### config.mk
export PLATFORM = sky130hd
export DESIGN_NAME = blockmem_rd_burst_flat
export DESIGN_NICKNAME = d
export VERILOG_FILES = /design/src/rtl/blockmem_rd_burst_if.sv /design/src/rtl/blockmem_rd_burst.sv /design/src/flat_wrapper.sv
export SDC_FILE = /design/constraint.sdc
export NUM_CORES = 1
export LEC_CHECK = 0
export ABC_CLOCK_PERIOD_IN_PS = 3410
export CAP_MARGIN = 0
export CORE_MARGIN = 10
export CORE_UTILIZATION = 40
export CTS_CLUSTER_SIZE = 28
export DETAILED_ROUTE_END_ITERATION = 6
export MAX_ROUTING_LAYER = met4
export PLACE_DENSITY = 0.77
export SETUP_SLACK_MARGIN = 0.15
export SLEW_MARGIN = 20
export SYNTH_ARGS = -nofsm -noshare
export SYNTH_HDL_FRONTEND = slang
export SYNTH_SLANG_ARGS = --single-unit
### constraint.sdc
create_clock -name clk -period 3.41 [get_ports clk]
set_clock_uncertainty 0.1 [all_clocks]
set_input_delay 0.341 -clock clk [delete_from_list [all_inputs] [get_ports clk]]
set_output_delay 0.341 -clock clk [all_outputs]
set_load 0.03 [all_outputs]
### src/rtl/blockmem_rd_burst_if.sv
// Bundle of the command, memory read-port and output-stream signals of blockmem_rd_burst.
// The master modport is the burst engine; the slave modport is its surroundings (memory, requester, sink).
interface blockmem_rd_burst_if #(
  parameter int G_MEMWIDTH = 32,
  parameter int G_MEMDEPTH = 1024,
  parameter int G_LENWIDTH = 8
);
  localparam int G_ADDRWIDTH = $clog2(G_MEMDEPTH);

  // Handshakes (cmd_*, m_*): a transfer happens on a rising clk edge where valid and ready are
  // both 1; a valid source holds its payload stable until that edge, and ready may depend on state only.
  logic                   cmd_valid;
  logic                   cmd_ready;
  logic [G_ADDRWIDTH-1:0] cmd_addr;
  logic [G_LENWIDTH-1:0]  cmd_len;
  logic                   enb;
  logic [G_ADDRWIDTH-1:0] addrb;
  logic [G_MEMWIDTH-1:0]  doutb;
  logic                   m_valid;
  logic                   m_ready;
  logic [G_MEMWIDTH-1:0]  m_data;
  logic                   m_last;

  modport master (
    input  cmd_valid, cmd_addr, cmd_len, doutb, m_ready,
    output cmd_ready, enb, addrb, m_valid, m_data, m_last
  );

  modport slave (
    output cmd_valid, cmd_addr, cmd_len, doutb, m_ready,
    input  cmd_ready, enb, addrb, m_valid, m_data, m_last
  );
endinterface

### src/rtl/blockmem_rd_burst.sv
// Read-burst engine for the block memory read port: sequential reads, 1-cycle latency absorbed by a 2-entry FIFO.
// Optional stall counter output enabled by defining BLOCKMEM_RD_BURST_STALL_CNT_EN.
module blockmem_rd_burst #(
  parameter int G_MEMWIDTH = 32,
  parameter int G_MEMDEPTH = 1024,
  parameter int G_LENWIDTH = 8
) (
  input  logic                clk,
  input  logic                resetn,
  blockmem_rd_burst_if.master bus,
  output logic                busy,
  output logic [1:0]          dbg_state
`ifdef BLOCKMEM_RD_BURST_STALL_CNT_EN
  ,
  output logic [31:0]         stall_cnt
`endif
);
  localparam int G_ADDRWIDTH = $clog2(G_MEMDEPTH);
  localparam int REM_W       = G_LENWIDTH + 1;
  localparam logic [G_ADDRWIDTH-1:0] LAST_ADDR = G_ADDRWIDTH'(G_MEMDEPTH - 1);

  typedef enum logic [1:0] {
    S_IDLE  = 2'd0,
    S_RUN   = 2'd1,
    S_DRAIN = 2'd2
  } state_t;

  state_t                 state_q, state_d;
  logic [G_ADDRWIDTH-1:0] rd_ptr_q, rd_ptr_d;
  logic [G_ADDRWIDTH-1:0] addr_hold_q, addr_hold_d;
  logic [REM_W-1:0]       remaining_q, remaining_d;
  logic                   inflight_q, inflight_d;
  logic                   inflight_last_q, inflight_last_d;
  logic [G_MEMWIDTH-1:0]  fifo_data_q [2];
  logic [G_MEMWIDTH-1:0]  fifo_data_d [2];
  logic [1:0]             fifo_last_q, fifo_last_d;
  logic                   wr_idx_q, wr_idx_d;
  logic                   rd_idx_q, rd_idx_d;
  logic [1:0]             occ_q, occ_d;

  logic       m_valid_int;
  logic       pop;
  logic       cmd_hs;
  logic       issue;
  logic [2:0] credit_sum;

  assign m_valid_int = (occ_q != 2'd0);
  assign pop         = m_valid_int & bus.m_ready;
  assign cmd_hs      = (state_q == S_IDLE) & bus.cmd_valid;

  // Count the read in flight as occupied so a sink that stops accepting can never overflow the FIFO.
  assign credit_sum = {1'b0, occ_q} + {2'b00, inflight_q} - {2'b00, pop};
  assign issue      = (state_q == S_RUN) && (remaining_q != '0) && (credit_sum < 3'd2);

  always_comb begin
    state_d         = state_q;
    rd_ptr_d        = rd_ptr_q;
    addr_hold_d     = addr_hold_q;
    remaining_d     = remaining_q;
    inflight_d      = 1'b0;
    inflight_last_d = inflight_last_q;
    fifo_data_d     = fifo_data_q;
    fifo_last_d     = fifo_last_q;
    wr_idx_d        = wr_idx_q;
    rd_idx_d        = rd_idx_q;
    occ_d           = occ_q;

    case (state_q)
      S_IDLE: begin
        if (bus.cmd_valid) begin
          rd_ptr_d    = bus.cmd_addr;
          remaining_d = REM_W'(bus.cmd_len) + REM_W'(1);
          state_d     = S_RUN;
        end
      end
      S_RUN: begin
        if (issue) begin
          // Depth need not be a power of two, so wrap explicitly at the last word.
          rd_ptr_d        = (rd_ptr_q == LAST_ADDR) ? '0 : rd_ptr_q + G_ADDRWIDTH'(1);
          addr_hold_d     = rd_ptr_q;
          remaining_d     = remaining_q - REM_W'(1);
          inflight_d      = 1'b1;
          inflight_last_d = (remaining_q == REM_W'(1));
          if (remaining_q == REM_W'(1)) begin
            state_d = S_DRAIN;
          end
        end
      end
      S_DRAIN: begin
        if (pop && fifo_last_q[rd_idx_q]) begin
          state_d = S_IDLE;
        end
      end
      default: state_d = S_IDLE;
    endcase

    if (inflight_q) begin
      fifo_data_d[wr_idx_q] = bus.doutb;
      fifo_last_d[wr_idx_q] = inflight_last_q;
      wr_idx_d              = ~wr_idx_q;
    end
    if (pop) begin
      rd_idx_d = ~rd_idx_q;
    end
    occ_d = occ_q + {1'b0, inflight_q} - {1'b0, pop};
  end

  always_ff @(posedge clk) begin
    if (!resetn) begin
      state_q         <= S_IDLE;
      rd_ptr_q        <= '0;
      addr_hold_q     <= '0;
      remaining_q     <= '0;
      inflight_q      <= 1'b0;
      inflight_last_q <= 1'b0;
      fifo_data_q     <= '{default: '0};
      fifo_last_q     <= '0;
      wr_idx_q        <= 1'b0;
      rd_idx_q        <= 1'b0;
      occ_q           <= '0;
    end else begin
      state_q         <= state_d;
      rd_ptr_q        <= rd_ptr_d;
      addr_hold_q     <= addr_hold_d;
      remaining_q     <= remaining_d;
      inflight_q      <= inflight_d;
      inflight_last_q <= inflight_last_d;
      fifo_data_q     <= fifo_data_d;
      fifo_last_q     <= fifo_last_d;
      wr_idx_q        <= wr_idx_d;
      rd_idx_q        <= rd_idx_d;
      occ_q           <= occ_d;
    end
  end

  // addrb keeps the last issued address while idle rather than tracking the advancing pointer.
  assign bus.cmd_ready = (state_q == S_IDLE);
  assign bus.enb       = issue;
  assign bus.addrb     = issue ? rd_ptr_q : addr_hold_q;
  assign bus.m_valid   = m_valid_int;
  assign bus.m_data    = fifo_data_q[rd_idx_q];
  assign bus.m_last    = m_valid_int & fifo_last_q[rd_idx_q];
  assign busy          = (state_q != S_IDLE);
  assign dbg_state     = state_q;

`ifdef BLOCKMEM_RD_BURST_STALL_CNT_EN
  logic [31:0] stall_cnt_q, stall_cnt_d;

  always_comb begin
    stall_cnt_d = stall_cnt_q;
    if (cmd_hs) begin
      stall_cnt_d = '0;
    end else if (m_valid_int && !bus.m_ready && (stall_cnt_q != 32'hFFFF_FFFF)) begin
      stall_cnt_d = stall_cnt_q + 32'd1;
    end
  end

  always_ff @(posedge clk) begin
    if (!resetn) begin
      stall_cnt_q <= '0;
    end else begin
      stall_cnt_q <= stall_cnt_d;
    end
  end

  assign stall_cnt = stall_cnt_q;
`else
  logic unused_cmd_hs;
  assign unused_cmd_hs = cmd_hs;
`endif
endmodule
### src/flat_wrapper.sv
// flat-port wrapper written by rule: the top's interface ports become plain ports
module blockmem_rd_burst_flat 
#(
  parameter int G_MEMWIDTH = 32,
  parameter int G_MEMDEPTH = 1024,
  parameter int G_LENWIDTH = 8
)
  (clk, resetn, busy, dbg_state, bus_cmd_valid, bus_cmd_addr, bus_cmd_len, bus_doutb, bus_m_ready, bus_cmd_ready, bus_enb, bus_addrb, bus_m_valid, bus_m_data, bus_m_last);
  blockmem_rd_burst_if #(.G_MEMWIDTH(G_MEMWIDTH), .G_MEMDEPTH(G_MEMDEPTH), .G_LENWIDTH(G_LENWIDTH)) bus_i ();
  input  logic clk;
  input  logic resetn;
  output logic busy;
  output logic [1:0] dbg_state;
  input wire logic [$bits(bus_i.cmd_valid)-1:0] bus_cmd_valid;
  input wire logic [$bits(bus_i.cmd_addr)-1:0] bus_cmd_addr;
  input wire logic [$bits(bus_i.cmd_len)-1:0] bus_cmd_len;
  input wire logic [$bits(bus_i.doutb)-1:0] bus_doutb;
  input wire logic [$bits(bus_i.m_ready)-1:0] bus_m_ready;
  output wire logic [$bits(bus_i.cmd_ready)-1:0] bus_cmd_ready;
  output wire logic [$bits(bus_i.enb)-1:0] bus_enb;
  output wire logic [$bits(bus_i.addrb)-1:0] bus_addrb;
  output wire logic [$bits(bus_i.m_valid)-1:0] bus_m_valid;
  output wire logic [$bits(bus_i.m_data)-1:0] bus_m_data;
  output wire logic [$bits(bus_i.m_last)-1:0] bus_m_last;
  assign bus_i.cmd_valid = bus_cmd_valid;
  assign bus_i.cmd_addr = bus_cmd_addr;
  assign bus_i.cmd_len = bus_cmd_len;
  assign bus_i.doutb = bus_doutb;
  assign bus_i.m_ready = bus_m_ready;
  assign bus_cmd_ready = bus_i.cmd_ready;
  assign bus_enb = bus_i.enb;
  assign bus_addrb = bus_i.addrb;
  assign bus_m_valid = bus_i.m_valid;
  assign bus_m_data = bus_i.m_data;
  assign bus_m_last = bus_i.m_last;
  blockmem_rd_burst #(.G_MEMWIDTH(G_MEMWIDTH), .G_MEMDEPTH(G_MEMDEPTH), .G_LENWIDTH(G_LENWIDTH)) u_core (.clk(clk), .resetn(resetn), .bus(bus_i), .busy(busy), .dbg_state(dbg_state));
endmodule
==> metrics.md, run 1 <==
| Metric | Value |
|---|---|
| Syn Std Cell Area | between 4000 and 5000 um2 |
| Vias in the first global route | about 4600 |
| Initial Utilization | 0.411 |
| Relative slew margins | 0.324 |
| Antenna violations before repair | 0 |
| Port Buffers | about 100 |
| VDD IR-drop max | between 300 and 400 uV |
| Tightest Pin Transition | about 1.0 ns |
| Grt met2 use | 0.276 |
| Avg WL per Cell | 16.6 um |
| Final WL | around 14 mm |
| Fin nets | roughly 760 |
| Largest net degree at the start of global routing | between 40 and 50 |
| Syn_nets | 640 |
| Mux cell area share after synthesis | 0.101 |
| Cell area power density | between 600 and 700 nW/um2 |
| Iteration-0 DRC Markers | around 440 |
| All-Layer GR Usage | 0.167 |
| Cell taking the most area after synthesis | dfxtp_1 |
| Syn. warnings | 0 |
| Most used routing layer | met2 |
| Synth cell count leaders | 151 x nand2_1, 103 x dfxtp_1, 93 x a21oi_1 |
| Top post-synthesis cells by area | dfxtp_1 44%, nand2_1 12%, a21oi_1 9.8% |
| Sequential share of power | 0.334 |
| Dpl cell area | 5890 um2 |
| Switching Share | 0.356 |
| CTS H-tree lvls | 3 |
| Syn Area/Cell | a little over 8 um2 |
| Core ar. | around 12000 um2 |
| HPWL after DPL | approximately 9.1 mm |
| Sink Count | between 100 and 150 |
| Clock share of power | 0.251 |
| CTS tree | yes |
| Worst hold slack | around 0.35 ns |
| Critical path fanouts, max | 5 |
| Mapped Cells | a little under 600 |
| Critical path class | reg -> out |
| Most frequent cell after synthesis | nand2_1 |
| Max-Cap Viols | 0 |
| Diode count | 0 |
| Synth top area share | 0.435 |
| Main synth FF type | dfxtp_1 |
| Status | complete, no violations |
| Setup crit end kind | primary output |
| RSZ-0062 raised after global routing | yes |
| Die X | 129 um |
| Die area | approximately 17000 um2 |
| Drt drc | 0 |
| # setup viols final | 0 |
| Total power | 4.39 mW |
| Adder-cell share of the synthesized area | 0.0227 |
| Asr flop ratio synth | 0 |
| DIE HEIGHT | 129 um |
| CTS Root Cell | clkbuf_16 |
| Final worst-path cycle share | 0.978 |
| Final Max Tran Viols | 0 |
| Min Clock Period, post-route | 3.33 ns |
| Cts hold-fix bufs | 0 |
| Drt first pass iters | 5 |
| Post-synth cell types | 52 |
| Clk buf depth | 2 |
| CTS Buf Count | 9 |
| I/O pin total | about 100 |
| Routed Antenna Nets | 0 |
| GR met1 Demand/Resource | 0.205 |
| Global-route wire length before repair | about 22 mm |
| Combinational Power Share | 0.415 |
| Rows | 39 |
| Max Freq | 300 MHz |
| Sw Pwr | ~1.6 mW |
| Final Cell Area | ~6600 um2 |
| Main combinational cell family by area after synthesis | simple AND/OR/NAND/NOR gates |
| Cell-internal power | ~2.8 mW |
| Startpoint class of the critical path | flop |
| Static leakage | about 2.5 nW |
| Number of vias per cell | roughly 5.4 |
| Final hold vios | 0 |
| Worst Hold Class | reg -> reg |
| #FFs+latches synth | 103 |
| Area Overhead vs Synth | 39.6% |
| Post-Synth Simple-Gate Area | 0.211 |
| Post-synthesis compound-gate area fraction | 0.169 |
| EDFF count, synth | 0 |
| CTS clk-pin slew, worst paths | approximately 0.08 ns |
| Fraction of layout cells with a size suffix above 1 | 0.194 |
| Routability-driven placement congestion ratio | 0.887 |
| Met3 Use GR | 0.0402 |
| Total grt overflow | 0 |
| Arr. time, crit path | 2.89 ns |
| Worst EP required | just under 3 ns |
| Synth Area in XOR/XNOR | 0.0148 |
| Worst-Skew Late Latency | around 0.34 ns |
| Seq/Total Area, Yosys | 0.435 |
| Via count | ~4600 |
cell type report:
cell class                 instances  area [um2]
timing repair buffer             149        1460
fill                            1008        4900
clock buffer                       9         225
multi-input combinational        422        2530
inverter                          15        58.8
sequential                       103        2060
clock inverter                     7        97.6
tap                              143         179
power by group through the flow:
stage	Clock [mW]	Sequential [mW]	Combinational, mW
5_1_grt	1.16	1.48	1.94
3_3_place_gp	0	1.47	1.38
2_1_floorplan	0	1.45	0.954
6_report	1.10	1.46	1.82
4_1_cts	1.12	1.46	1.68
3_5_place_dp	0	1.48	1.40
registers in the layout (all words and copies together) (netlist names):
name                    count
u_core.fifo_data_q         64
u_core.addr_hold_q         10
u_core.rd_ptr_q            10
u_core.remaining_q          9
u_core.dbg_state            2
u_core.fifo_last_q          2
u_core.occ_q                2
u_core.inflight_last_q      1
u_core.inflight_q           1
u_core.rd_idx_q             1
u_core.wr_idx_q             1
logic make-up (layout without fill, tap and decap cells):
group | after synthesis | in the layout
AOI/OAI and AO/OA | 140 | 140
adders and majority gates | 8 | 8
xor gates and xnor gates | 8 | 8
buffers and inverters | 53 | 180
DFF | 103 | 103
and+or+nand+nor | 225 | 225
muxes | 41 | 41
path summary, 6_finish.rpt:
| check | startpoint | cells after the start | slack (ns) | to |
|---|---|---|---|---|
| hold reg to reg | u_core.fifo_data_q[37] | 2 | 0.35 | u_core.fifo_data_q[37] |
| setup / recovery | u_core.occ_q[0] | 14 | 0.08 | bus_addrb[8] |
| setup reg to reg | u_core.occ_q[0] | 26 | 0.08 | u_core.dbg_state[1] |
| hold / removal | u_core.fifo_data_q[37] | 2 | 0.35 | u_core.fifo_data_q[37] |
through the flow:
| stage | setup slack [ns] | setup TNS [ns] | std cells | util |
|---|---|---|---|---|
| after floorplan | 0.127 | 0 | 578 | - |
| after global placement | -0.255 | -1.26 | 802 | 0.511 |
| after detailed placement | -0.282 | -1.42 | 802 | 0.511 |
| after CTS | 0.0245 | 0 | 845 | 0.564 |
| after global routing | -0.0102 | -0.0102 | 848 | 0.574 |
| final | 0.0761 | 0 | 848 | 0.574 |
worst max-delay path, cell delays in order, from the launching register on:
cell	delay, ns
dfxtp_2	0.34
nor2_4	0.12
inv_2	0.05
nand2_2	0.07
inv_2	0.05
ha_4	0.25
inv_2	0.04
ha_4	0.15
fa_2	0.44
nor3_2	0.19
buf_4	0.14
nand2b_4	0.10
buf_6	0.15
mux2_4	0.31
buf_6	0.14
metal layers:
| metal | wire length [um] | share of wire | up-vias |
|---|---|---|---|
| met2 | 6730 | 0.48 | 166 |
| met1 | 6440 | 0.46 | 2185 |
| met3 | 822 | 0.058 | 11 |
| met4 | 93 | 0.0066 | 0 |
| met5 | 0 | 0 | - |
| li1 | - | - | 2216 |
timing repair:
| action | 4_1_cts | 5_1_grt |
|---|---|---|
| buffers inserted | 27 | 3 |
| resized for setup | 50 | 27 |
| pin swaps | 10 | 7 |
| setup endpoints to repair | 11 | 32 |
placed cells by master, fill, tap and decap left out, drive strengths merged, types with 2 or more instances in the layout:
master,n
nand3,13
mux2,40
a31oi,4
and2,16
inv,18
clkdlybuf4s50,90
a32oi,2
nand2,151
xor2,2
or3,2
dfxtp,103
ha,7
o21ai,18
o211ai,6
xnor2,6
o32ai,2
nand2b,4
nand4,3
a211oi,3
nor2,21
buf,58
nor3,5
a21oi,93
a211o,2
clkinv,3
o41ai,2
o22ai,2
nor4,5
clkbuf,9
No activity file was read; power rests on OpenSTA's default activity.
==> run 2, diff against run 1 <==
ABC_AREA = 1   (was default)
==> run 2 against run 1 <==
Effect of this change:
- worst hold slack gained 0.032 ns
- clock power is essentially flat
- sequential share of layout area shrank 0.38 points
- sequential power grew 5%
- first-iteration DRC count shrank 21%
- routed wire length shrank 4.2%
- utilization shrank 2.0 points
- area after synthesis grew 4.2%
- combinational power grew 27%
- global-route usage shrank 1.0 points
- critical endpoint is now bus_addrb[1]
==> metrics.md, run 2 <==
| Metric | Value |
|---|---|
| Synth cell count leaders | 192 x nor2_1, 182 x nand2_1, 103 x dfxtp_1 |
| Iteration-0 DRC Markers | about 350 |
| # setup viols final | 0 |
| Hold-critical path depth | 2 |
| RSZ-0062 raised after global routing | yes |
| Syn_nets | a little over 800 |
| Commonest cells after routing, fill and taps aside | 191 x nor2_1, 180 x nand2_1, 102 x dfxtp_1 |
| Antenna violations before repair | 1 |
| Fin nets | 928 |
| FF-to-FF Start | u_core.occ_q[0] |
| Mapped Cells | 754 |
| Vias in the first global route | ~4600 |
| Worst EP required | a little under 3 ns |
| Switching Share | 0.388 |
| Routability-driven placement congestion ratio | roughly 0.85 |
| CTS Root Cell | clkbuf_16 |
| VDD IR-drop max | 336 uV |
| Fraction of layout cells with a size suffix above 1 | 0.111 |
| Final hold vios | 0 |
| CTS H-tree lvls | 3 |
| Drt first pass iters | 5 |
| R2r endpoint | u_core.remaining_q[5] |
| Routed Antenna Nets | 0 |
| Global-route wire length before repair | ~22 mm |
| Initial Utilization | 0.409 |
| R2R depth | 18 |
| Min Clock Period, post-route | between 3 and 4 ns |
| DIE HEIGHT | 131 um |
| Tightest Pin Transition | about 0.80 ns |
| Critical path class | reg -> out |
| Cell area power density | between 700 and 800 nW/um2 |
| Max-Cap Viols | 0 |
| Largest register FFs | 64 |
| I/O pin total | roughly 100 |
| Avg WL per Cell | 13.0 um |
| Synth top area share | 0.418 |
| Drt drc | 0 |
| Status | complete, no violations |
| Post-synth cell types | 30 |
| Combinational Power Share | 0.470 |
| Relative slew margins | 0.468 |
| Cell-internal power | between 3 and 4 mW |
| Max Freq | 298 MHz |
| Worst Hold Class | reg -> reg |
| Via count | roughly 5000 |
| Asr flop ratio synth | 0 |
| Final Max Tran Viols | 0 |
| WHS Endpoint | u_core.fifo_data_q[0] |
| Largest net degree at the start of global routing | 83 |
| Clock share of power | 0.221 |
| Die area | 17200 um2 |
| Top post-synthesis cells by area | dfxtp_1 42%, nor2_1 15%, nand2_1 14% |
| Hold Startpoint | u_core.fifo_data_q[0] |
| Total power | a little under 5 mW |
| Clk buf depth | 2 |
| Most frequent cell after synthesis | nor2_1 |
| Sw Pwr | between 1.5 and 2 mW |
| Die X | 131 um |
| All-Layer GR Usage | 0.156 |
| Filler instances | ~1200 |
| Arr. time, crit path | between 2 and 3 ns |
| Critical Path Start | u_core.occ_q[0] |
| Sequential share of power | 0.309 |
| Port Buffers | slightly above 100 |
| CTS tree | yes |
| Top flop regs | u_core.fifo_data_q (64), u_core.addr_hold_q (10), u_core.rd_ptr_q (10) |
| R2R Setup Slk | about 0.24 ns |
| Setup crit end kind | primary output |
| Worst-Skew Late Latency | 0.35 ns |
| TNS Setup | 0 ns |
| Cts hold-fix bufs | 0 |
| Area Overhead vs Synth | 35.5% |
| Cell taking the most area after synthesis | dfxtp_1 |
| Startpoint class of the critical path | flop |
| Total grt overflow | 0 |
| Rows | 40 |
| CTS clk-pin slew, worst paths | ~0.07 ns |
| Critical path fanouts, max | 5 |
| Final worst-path cycle share | 0.985 |
| Syn Area/Cell | about 6.5 um2 |
| Static leakage | between 3 and 4 nW |
| Most common cell after layout, fill and taps aside | nor2_1 |
| CTS Buf Count | 9 |
| Post-Layout Cell Count | roughly 1000 |
| Number of vias per cell | 4.68 |
| Largest register by flop count | u_core.fifo_data_q |
| Syn Std Cell Area | 4940 um2 |
| Final Cell Area | between 6000 and 7000 um2 |
| Dpl cell area | roughly 6100 um2 |
| HPWL after DPL | between 9 and 10 mm |
| Seq/Total Area, Yosys | 0.418 |
| EDFF count, synth | 0 |
| Sink Count | around 100 |
| Main synth FF type | dfxtp_1 |
| Syn. warnings | 0 |
| Final WL | between 10 and 15 mm |
| #FFs+latches synth | roughly 100 |
| Setup slack after layout | around 0.051 ns |
| Core ar. | roughly 12000 um2 |
| Pre-CTS WS | -0.283 ns |
| Placed cell count | between 1000 and 1500 |
## run 2: changes by cell type in the layout (fill, tap and decap cells not counted), sizes merged, moves of 33 or more
| cell | change |
|---|---|
| mux2 | -40 |
| inv | +37 |
| a21oi | -81 |
| nand2 | +33 |
| o21ai | +80 |
| nor2 | +174 |
## run 2: through the flow
| step | util | hold slack (ns) |
|---|---|---|
| after floorplan | - | 0.355 |
| after global placement | 0.508 | 0.362 |
| after detailed placement | 0.508 | 0.372 |
| after CTS | 0.547 | 0.390 |
| after global routing | 0.555 | 0.410 |
| final | 0.555 | 0.385 |
## run 2: cells by family after synthesis
| kind of cell | Yosys count | share of synthesized area |
|---|---|---|
| DFF | 103 | 0.418 |
| adders and majority gates | 8 | 0.0218 |
| buffers and inverters | 92 | 0.0755 |
| xor gates and xnor gates | 5 | 0.00887 |
| AOI/OAI and AO/OA | 112 | 0.123 |
| and+or+nand+nor | 434 | 0.353 |
## run 2: worst max path at each step
stage / slack [ns] / cells after the start / to
6_report: 0.05 / 17 / bus_addrb[1]
5_1_grt: -0.07 / 17 / bus_addrb[1]
4_1_cts: 0.06 / 17 / bus_addrb[6]
3_5_place_dp: -0.28 / 16 / bus_addrb[8]
3_3_place_gp: -0.24 / 16 / bus_addrb[8]
2_1_floorplan: 0.26 / 16 / bus_addrb[0]
## run 2: layout make-up
type,count,area [um2],area share
multi-input cells,559,2560,0.382
flip-flops and latches,103,2060,0.308
repair buffers,140,1340,0.200
clock buffers,9,225,0.0337
well taps,168,210,0.0314
inverters,53,201,0.0301
clock inverters,7,95.1,0.0142
diodes,1,2.50,0.000374
## run 2: repair_timing
action | in CTS | in global routing
resized for setup | 35 | 14
setup buffers | 8 | 7
setup endpoints to repair | 10 | 10
cloned | 1 | 0
pin swaps | 5 | 15
## run 2: worst max-delay path, stage by stage (launching register included)
cell	delay, ns
dfxtp_2	0.32
or2_4	0.25
nand2_2	0.07
inv_2	0.05
ha_4	0.25
inv_2	0.04
ha_4	0.14
fa_1	0.50
inv_1	0.04
nand2_1	0.05
nor2_1	0.05
nand2_2	0.12
inv_4	0.07
buf_6	0.12
or2_1	0.22
o21ai_2	0.07
inv_1	0.07
buf_6	0.14
## run 2: power by group through the flow
stage                     registers, mW  clock network, mW  logic (mW)
final                              1.53               1.09        2.32
after global routing               1.55               1.16        2.54
after CTS                          1.52               1.12        2.20
after detailed placement           1.54                  0        1.99
after global placement             1.54                  0        1.97
after floorplan                    1.52                  0        1.27
## run 2: routing by layer
layer  wire length (um)  GRT usage  up-vias
met5                  0          -        -
met4                161     0.0369        0
met3                581     0.0358       15
met2               6400      0.253      110
met1               6340      0.193     2159
li1                   -          -     2587
==> run 3, diff against run 2 <==
SLEW_MARGIN = 30   (was 20)
==> results of run 3 <==
Final layout, timing and power as in run 2 (identical DEF).
